--- config.mk ---
export PLATFORM = sky130hd
export DESIGN_NAME = ws2812_pixel_capture
export DESIGN_NICKNAME = d
export VERILOG_FILES = /design/src/rtl/pipeline_types.sv /design/src/rtl/ws2812_pixel_capture.sv
export SDC_FILE = /design/constraint.sdc
export NUM_CORES = 1
export LEC_CHECK = 0
export CORE_MARGIN = 1
export CORE_UTILIZATION = 55
export CTS_BUF_LIST = sky130_fd_sc_hd__clkbuf_8
export CTS_CLUSTER_DIAMETER = 30
export DETAILED_ROUTE_END_ITERATION = 10
export PLACE_DENSITY = 0.78
export SLEW_MARGIN = 30
export SYNTH_ARGS = -nofsm -noshare
export SYNTH_HDL_FRONTEND = slang
export SYNTH_SLANG_ARGS = --single-unit
export TNS_END_PERCENT = 30
--- constraint.sdc ---
create_clock -name i_clk -period 2.65 [get_ports i_clk]
set_input_delay 0.53 -clock i_clk [delete_from_list [all_inputs] [get_ports i_clk]]
set_output_delay 0.53 -clock i_clk [all_outputs]
set_load 0.1 [all_outputs]
--- src/rtl/pipeline_types.sv ---
// Shared types for the WS2812 decode pipeline: decoder strobes, reshaper
// forwarding, and the pixel capture stage state/outputs.
package pipeline_types;

  typedef struct packed {
    logic valid;
    logic decoded_bit;
    logic treset;
  } shift_reg_t;

  typedef struct packed {
    logic enable;
    logic decoded_bit;
  } reshaper_t;

  typedef enum logic {
    CAPTURE  = 1'b0,
    PASSTHRU = 1'b1
  } capture_state_t;

  localparam int PIXEL_DATA_MAX  = 32;
  localparam int PIXEL_INDEX_MAX = 16;

  // Widest-case view of a captured pixel, for stages that bundle the outputs
  typedef struct packed {
    logic [PIXEL_DATA_MAX-1:0]  data;
    logic [PIXEL_INDEX_MAX-1:0] index;
    logic                       valid;
  } pixel_out_t;

endpackage

--- src/rtl/ws2812_pixel_capture.sv ---
// Captures the first NUM_PIXELS pixels of a WS2812 frame from decoded bits,
// then forwards the remaining bits downstream until the next latch/reset.
module ws2812_pixel_capture
  import pipeline_types::*;
#(
  parameter int  PIXEL_BITS = 24,
  parameter int  NUM_PIXELS = 1,
  localparam int IDX_W      = (NUM_PIXELS > 1) ? $clog2(NUM_PIXELS) : 1
) (
  input  logic                  i_clk,
  input  logic                  i_reset_n,
  input  shift_reg_t            i_shift_reg,
  output logic [PIXEL_BITS-1:0] o_pixel_data,
  output logic                  o_pixel_valid,
  output logic [IDX_W-1:0]      o_pixel_index,
  output logic                  o_frame_done,
  output reshaper_t             o_reshaper
);

  if (PIXEL_BITS != 24 && PIXEL_BITS != 32) begin : g_bad_pixel_bits
    $error("ws2812_pixel_capture: PIXEL_BITS must be 24 or 32");
  end
  if (NUM_PIXELS < 1) begin : g_bad_num_pixels
    $error("ws2812_pixel_capture: NUM_PIXELS must be at least 1");
  end

  localparam int                   BIT_W    = $clog2(PIXEL_BITS);
  localparam logic [BIT_W-1:0]     LAST_BIT = BIT_W'(PIXEL_BITS - 1);
  localparam logic [IDX_W-1:0]     LAST_PIX = IDX_W'(NUM_PIXELS - 1);

  capture_state_t        state_reg, state_next;
  logic [BIT_W-1:0]      bit_cnt_reg, bit_cnt_next;
  logic [IDX_W-1:0]      pix_cnt_reg, pix_cnt_next;
  logic [PIXEL_BITS-1:0] shift_data_reg, shift_data_next;
  logic [PIXEL_BITS-1:0] pixel_data_reg, pixel_data_next;
  logic [IDX_W-1:0]      pixel_index_reg, pixel_index_next;
  logic                  pixel_valid_reg, pixel_valid_next;
  logic                  frame_done_reg, frame_done_next;
  logic [PIXEL_BITS-1:0] shift_word;

  // First-received bit ends up at the MSB once the word is full
  assign shift_word = {shift_data_reg[PIXEL_BITS-2:0], i_shift_reg.decoded_bit};

  always_ff @(posedge i_clk or negedge i_reset_n) begin
    if (!i_reset_n) begin
      state_reg       <= CAPTURE;
      bit_cnt_reg     <= '0;
      pix_cnt_reg     <= '0;
      shift_data_reg  <= '0;
      pixel_data_reg  <= '0;
      pixel_index_reg <= '0;
      pixel_valid_reg <= 1'b0;
      frame_done_reg  <= 1'b0;
    end else begin
      state_reg       <= state_next;
      bit_cnt_reg     <= bit_cnt_next;
      pix_cnt_reg     <= pix_cnt_next;
      shift_data_reg  <= shift_data_next;
      pixel_data_reg  <= pixel_data_next;
      pixel_index_reg <= pixel_index_next;
      pixel_valid_reg <= pixel_valid_next;
      frame_done_reg  <= frame_done_next;
    end
  end

  always_comb begin
    state_next       = state_reg;
    bit_cnt_next     = bit_cnt_reg;
    pix_cnt_next     = pix_cnt_reg;
    shift_data_next  = shift_data_reg;
    pixel_data_next  = pixel_data_reg;
    pixel_index_next = pixel_index_reg;
    pixel_valid_next = 1'b0;
    frame_done_next  = 1'b0;

    // Latch/reset outranks a coincident bit, including a pixel's final bit
    if (i_shift_reg.treset) begin
      state_next      = CAPTURE;
      bit_cnt_next    = '0;
      pix_cnt_next    = '0;
      shift_data_next = '0;
    end else if (state_reg == CAPTURE && i_shift_reg.valid) begin
      shift_data_next = shift_word;
      if (bit_cnt_reg == LAST_BIT) begin
        bit_cnt_next     = '0;
        pixel_data_next  = shift_word;
        pixel_index_next = pix_cnt_reg;
        pixel_valid_next = 1'b1;
        if (pix_cnt_reg == LAST_PIX) begin
          frame_done_next = 1'b1;
          state_next      = PASSTHRU;
        end else begin
          pix_cnt_next = pix_cnt_reg + IDX_W'(1);
        end
      end else begin
        bit_cnt_next = bit_cnt_reg + BIT_W'(1);
      end
    end
  end

  assign o_pixel_data       = pixel_data_reg;
  assign o_pixel_valid      = pixel_valid_reg;
  assign o_pixel_index      = pixel_index_reg;
  assign o_frame_done       = frame_done_reg;
  assign o_reshaper.enable      = (state_reg == PASSTHRU);
  assign o_reshaper.decoded_bit = i_shift_reg.decoded_bit;

endmodule

# Word-level counts from Yosys, hierarchy flattened
# Cells that the tools add are included.
# classes
n_addsub,2
n_eq_ne,2
n_lt_le_gt_ge,0
reduce_logical,6
muxes,20
n_shift,0
n_bitwise,2
div,0
multipliers,0
# ops
cell,count
$mux 23,2
$mux 1,15
$mux 5,3
$reduce_and 3->1,2
$add 5x1->5 const B,1
$eq 5x5->1 const B,1
$reduce_bool 2->1,2
$ne 2x2->1 const B,1
$not 1->1,2
$reduce_and 2->1,1
$add 1x1->1 const B,1
$logic_and 1x1->1,1
# totals
input_bits,5
mem_bits_ro,0
ff_bits,57
mem_count,0
mem_bits_rw,0
latch_bits,0

# Longest topological paths before layout
# depth
ltp_word,5
ltp_mapped,6
depth_no_buf,4

# Worst setup path after synthesis
# No wires, ideal clock.
# synth_timing
path_type,register to output
startpoint,"reg, netlist name o_frame_done"
endpoint,out o_pixel_valid
path_stages_with_launch,2
t_required_ns,2.120
arrival_time_ns,1.324
setup_slack_ns,0.796
path_cell_list,dfrtp_1 > buf_4
# synth_lines
element,line,rtl
to (decl),ws2812_pixel_capture.sv:14,"output logic o_pixel_valid,"

# Worst setup path after layout
# layout_timing
startpoint,in i_shift_reg[2] in the netlist's numbering
endpoint,reg bit_cnt_reg[3]
# layout_via
elab_chain_cells,2
# layout_lines
element,line,rtl
from (decl),ws2812_pixel_capture.sv:12,"input shift_reg_t i_shift_reg,"
$logic_and 1x1->1,ws2812_pixel_capture.sv:82,end else if (state_reg == CAPTURE && i_shift_reg.valid) begin
$reduce_bool 2->1 (no line),-,
to (signal assigned),ws2812_pixel_capture.sv:56,bit_cnt_reg <= bit_cnt_next;
to (decl),ws2812_pixel_capture.sv:32,"logic [BIT_W-1:0] bit_cnt_reg, bit_cnt_next;"
# Every way passes these cells.
# A chain may end at the register's enable or synchronous reset.

==> impl_metrics.sql <==
INSERT INTO impl_metrics (metric_group, metric, value, unit) VALUES
('synth', 'synth.cell_area', '2260', 'um^2'),
('routing', 'drtIter0Drc', '95', ''),
('setup_path', 'timing.critical_path.from_type', 'input port', ''),
('clock_tree', 'clockBufferDepth', '2', ''),
('routing', 'drtAntennaViolNets', '0', ''),
('synth', 'yosys.area.top_type_share', '0.597', ''),
('clock_tree', 'worst_skew_pair.late_latency', '0.31', 'ns'),
('power_and_ir_drop', 'switching_share', '0.222', ''),
('power_and_ir_drop', 'ratio_of_total_power_to_cell_area', '550', 'nW/um^2'),
('setup_path', 'worst_r2r_endpoint', 'o_pixel_data[8]', ''),
('sta', 'max_freq', '520', 'MHz'),
('routing', 'wl_per_cell', '14.8', 'um'),
('sta', 'min_period_over_period', '0.726', ''),
('setup_path', 'worst-setup-path-type', 'input port to flop', ''),
('clock_tree', 'cts_setup_buffers', '0', ''),
('run', 'cap_viol_max_count', '0', ''),
('routing', 'post_drt_via_cell_ratio', '5.37', ''),
('cells_and_area', 'insertedDiodeCount', '0', ''),
('sta', 'rsz0062_at_grt', 'false', ''),
('floorplanning', 'die_area', '4380', 'um^2'),
('synth', 'yosys_warnings', '0', ''),
('clock_tree', 'clock_sinks', '54', ''),
('setup_path', 'cp.required', '2.89', 'ns'),
('setup_path', 'cp.arrival', '2.16', 'ns'),
('sta', 'totalNegativeSetupSlack', '0', 'ns'),
('clock_tree', 'path_clk_slew', '0.09', 'ns'),
('sta', 'drv_slew', '0', ''),
('sta', 'report.final.setup_viol', '0', ''),
('routing', 'wl', '3980', 'um'),
('sta', 'hold_viol_final', '0', ''),
('placed_design', 'half_perimeter_wire_length_after_placement', '2610', 'um'),
('cells_and_area', 'largest_register_ff_count', '24', ''),
('cells_and_area', 'layout_fillers', '266', ''),
('clock_tree', 'tritoncts', 'yes', ''),
('placed_design', 'dpl_worst_slack', '0.420', 'ns'),
('synth', 'synth_cell_types', '24', ''),
('routing', 'drtPass1Iterations', '4', ''),
('cells_and_area', 'final_nets', '225', ''),
('clock_tree', 'cts-htree-levels', '2', ''),
('synth', 'synth.avg_cell_area', '11.9', 'um^2'),
('setup_path', 'crit-reg2reg-launch', 'bit_cnt_reg[0]', ''),
('setup_path', 'critPathMaxStageDelay', '0.66', 'ns'),
('sta', 'relSlewSlack', '0.565', ''),
('power_and_ir_drop', 'cellLeakagePower', '1.35', 'nW'),
('sta', 'worstMarginPinSlew', '0.652', 'ns'),
('setup_path', 'crit_chain', 'clkdlybuf4s50_1, nand2b_1, buf_4, or4b_2, a21oi_1', ''),
('routing', 'post-route-drc-count', '0', ''),
('power_and_ir_drop', 'comb_power_frac', '0.052', ''),
('power_and_ir_drop', 'ir_drop', '344', 'uV'),
('run_status', 'run_status', 'finished clean', ''),
('routing', 'via_total_after_detailed_routing', '1439', ''),
('floorplanning', 'floorplan.io_pins', '34', ''),
('global_routing', 'grt_antenna_before_repair', '0', ''),
('synth', 'netlist.top_cell.by_area', 'sky130_fd_sc_hd__dfrtp_1', ''),
('global_routing', 'first_global_vias', '1436', ''),
('sta', 'finalWorstPathRequiredPeriod', '1.92', 'ns'),
('setup_path', 'critical-path-top-delay-family', 'buffers and inverters', ''),
('power_and_ir_drop', 'switching_pwr', '0.000320', 'W'),
('floorplanning', 'floorplan.die.width', '66.2', 'um'),
('setup_path', 'worstPathBufferInverterCount', '2', ''),
('global_routing', 'grt_max_degree', '55', ''),
('cells_and_area', 'area_growth_syn_to_layout', '15.6', '%'),
('clock_tree', 'postCtsResizedCells', '0', ''),
('synth', 'postSynthCellCount', '190', ''),
('setup_path', 'reg2reg_slack', '0.79', 'ns'),
('synth', 'netlist_top_cells_area', 'sky130_fd_sc_hd__dfrtp_1, sky130_fd_sc_hd__mux2_4, sky130_fd_sc_hd__nand2_1', ''),
('synth', 'yosysSeqAreaShare', '0.597', ''),
('clock_tree', 'clock_root_buffer', 'sky130_fd_sc_hd__clkbuf_8', ''),
('global_routing', 'grt_remaining_overflow', '0', ''),
('cells_and_area', 'layout-drive-gt1-share', '0.314', ''),
('floorplanning', 'number_of_core_rows', '22', '');
==> routing by layer <==
layer,vias up,track usage,wire (um)
met1,718,0.269,1780
met4,0,0.0957,79
li1,685,-,-
met2,29,0.351,2000
met5,-,0,0
met3,7,0.0414,115
==> per-stage QoR <==
stage          utilization  std cells  hold slack (ns)  cell area, um^2  power (W)
2_1_floorplan            -        190            0.234             2260   0.000890
3_3_place_gp         0.661        260            0.493             2510   0.000920
3_5_place_dp         0.661        260            0.495             2510   0.000924
4_1_cts              0.689        268            0.348             2620    0.00145
5_1_grt              0.689        268            0.378             2620    0.00149
6_report             0.689        268            0.328             2620    0.00144
==> worst reg2reg max path, cell delays in order (launching register included) <==
cell                       delay (ns)
sky130_fd_sc_hd__dfrtp_1         0.41
sky130_fd_sc_hd__ha_1            0.23
sky130_fd_sc_hd__nand4b_2        0.17
sky130_fd_sc_hd__or3_1           0.39
sky130_fd_sc_hd__buf_4           0.23
sky130_fd_sc_hd__mux2_4          0.33
==> layout make-up <==
class,instances,area (um^2),area share
clock buffer,5,68.8,0.0263
clock inverter,3,37.5,0.0143
inverter,2,7.51,0.00287
multi-input combinational,118,791,0.302
sequential,54,1350,0.516
tap,48,60.1,0.0229
timing repair buffer,38,303,0.116
==> worst max path at each step <==
| stage | startpoint | to | slack (ns) | depth (start not counted) |
|---|---|---|---|---|
| global placement | i_shift_reg[2] | bit_cnt_reg[3] | 0.47 | 5 |
| global route | i_shift_reg[2] | bit_cnt_reg[3] | 0.63 | 5 |
| finish | i_shift_reg[2] | bit_cnt_reg[3] | 0.73 | 5 |
| detailed placement | i_shift_reg[2] | bit_cnt_reg[3] | 0.42 | 5 |
| CTS | i_shift_reg[2] | bit_cnt_reg[3] | 0.75 | 5 |
| floorplan | o_frame_done | o_pixel_valid | 0.80 | 1 |
==> power groups by stage <==
stage               registers (W)  clock network [W]  logic [W]
finish                   0.000832           0.000534  0.0000754
detailed placement       0.000848                  0  0.0000762
global placement         0.000847                  0  0.0000729
floorplan                0.000852                  0  0.0000389
CTS                      0.000832           0.000544  0.0000763
global route             0.000833           0.000575  0.0000823
==> kinds of logic after synthesis <==
group / count (synthesis) / synth area share
compound gates: 30 / 0.0685
xor+xnor: 1 / 0.00387
fa+ha+maj: 1 / 0.00552
buf+inv: 18 / 0.0541
flops: 54 / 0.597
mux: 24 / 0.151
other cells: 1 / 0.00166
simple gates: 61 / 0.119
==> layout by cell type (no fill, tap or decap) <==
cell type and instances:
sky130_fd_sc_hd__a21oi_1 27, sky130_fd_sc_hd__buf_12 1, sky130_fd_sc_hd__buf_2 1, sky130_fd_sc_hd__buf_4 33, sky130_fd_sc_hd__bufinv_16 1, sky130_fd_sc_hd__clkbuf_8 5
sky130_fd_sc_hd__clkdlybuf4s50_1 3, sky130_fd_sc_hd__conb_1 1, sky130_fd_sc_hd__dfrtp_1 54, sky130_fd_sc_hd__ha_1 1, sky130_fd_sc_hd__inv_1 4, sky130_fd_sc_hd__mux2_2 5
sky130_fd_sc_hd__mux2_4 19, sky130_fd_sc_hd__nand2_1 50, sky130_fd_sc_hd__nand2b_1 1, sky130_fd_sc_hd__nand3_1 1, sky130_fd_sc_hd__nand3b_1 2, sky130_fd_sc_hd__nand4b_2 1
sky130_fd_sc_hd__nor2_1 2, sky130_fd_sc_hd__nor2b_1 1, sky130_fd_sc_hd__o21ai_0 2, sky130_fd_sc_hd__o21ba_2 1, sky130_fd_sc_hd__or3_1 1, sky130_fd_sc_hd__or4b_2 2
sky130_fd_sc_hd__xor2_1 1
==> cell usage after synthesis <==
master / count
sky130_fd_sc_hd__or4b_2: 2
sky130_fd_sc_hd__o21ai_0: 2
sky130_fd_sc_hd__xor2_1: 1
sky130_fd_sc_hd__mux2_2: 5
sky130_fd_sc_hd__ha_1: 1
sky130_fd_sc_hd__o21ba_2: 1
sky130_fd_sc_hd__clkbuf_1: 8
sky130_fd_sc_hd__a21oi_1: 27
sky130_fd_sc_hd__nand2_1: 50
sky130_fd_sc_hd__nand3_1: 1
sky130_fd_sc_hd__conb_1: 1
sky130_fd_sc_hd__mux2_4: 19
sky130_fd_sc_hd__buf_6: 1
sky130_fd_sc_hd__buf_12: 2
sky130_fd_sc_hd__nand3b_1: 2
sky130_fd_sc_hd__or3_1: 1
sky130_fd_sc_hd__nand2b_1: 1
sky130_fd_sc_hd__buf_1: 1
sky130_fd_sc_hd__nor2_1: 2
sky130_fd_sc_hd__buf_4: 4
sky130_fd_sc_hd__dfrtp_1: 54
sky130_fd_sc_hd__nand4b_2: 1
sky130_fd_sc_hd__inv_1: 2
sky130_fd_sc_hd__nor2b_1: 1
No activity file was read; power rests on OpenSTA's default activity.
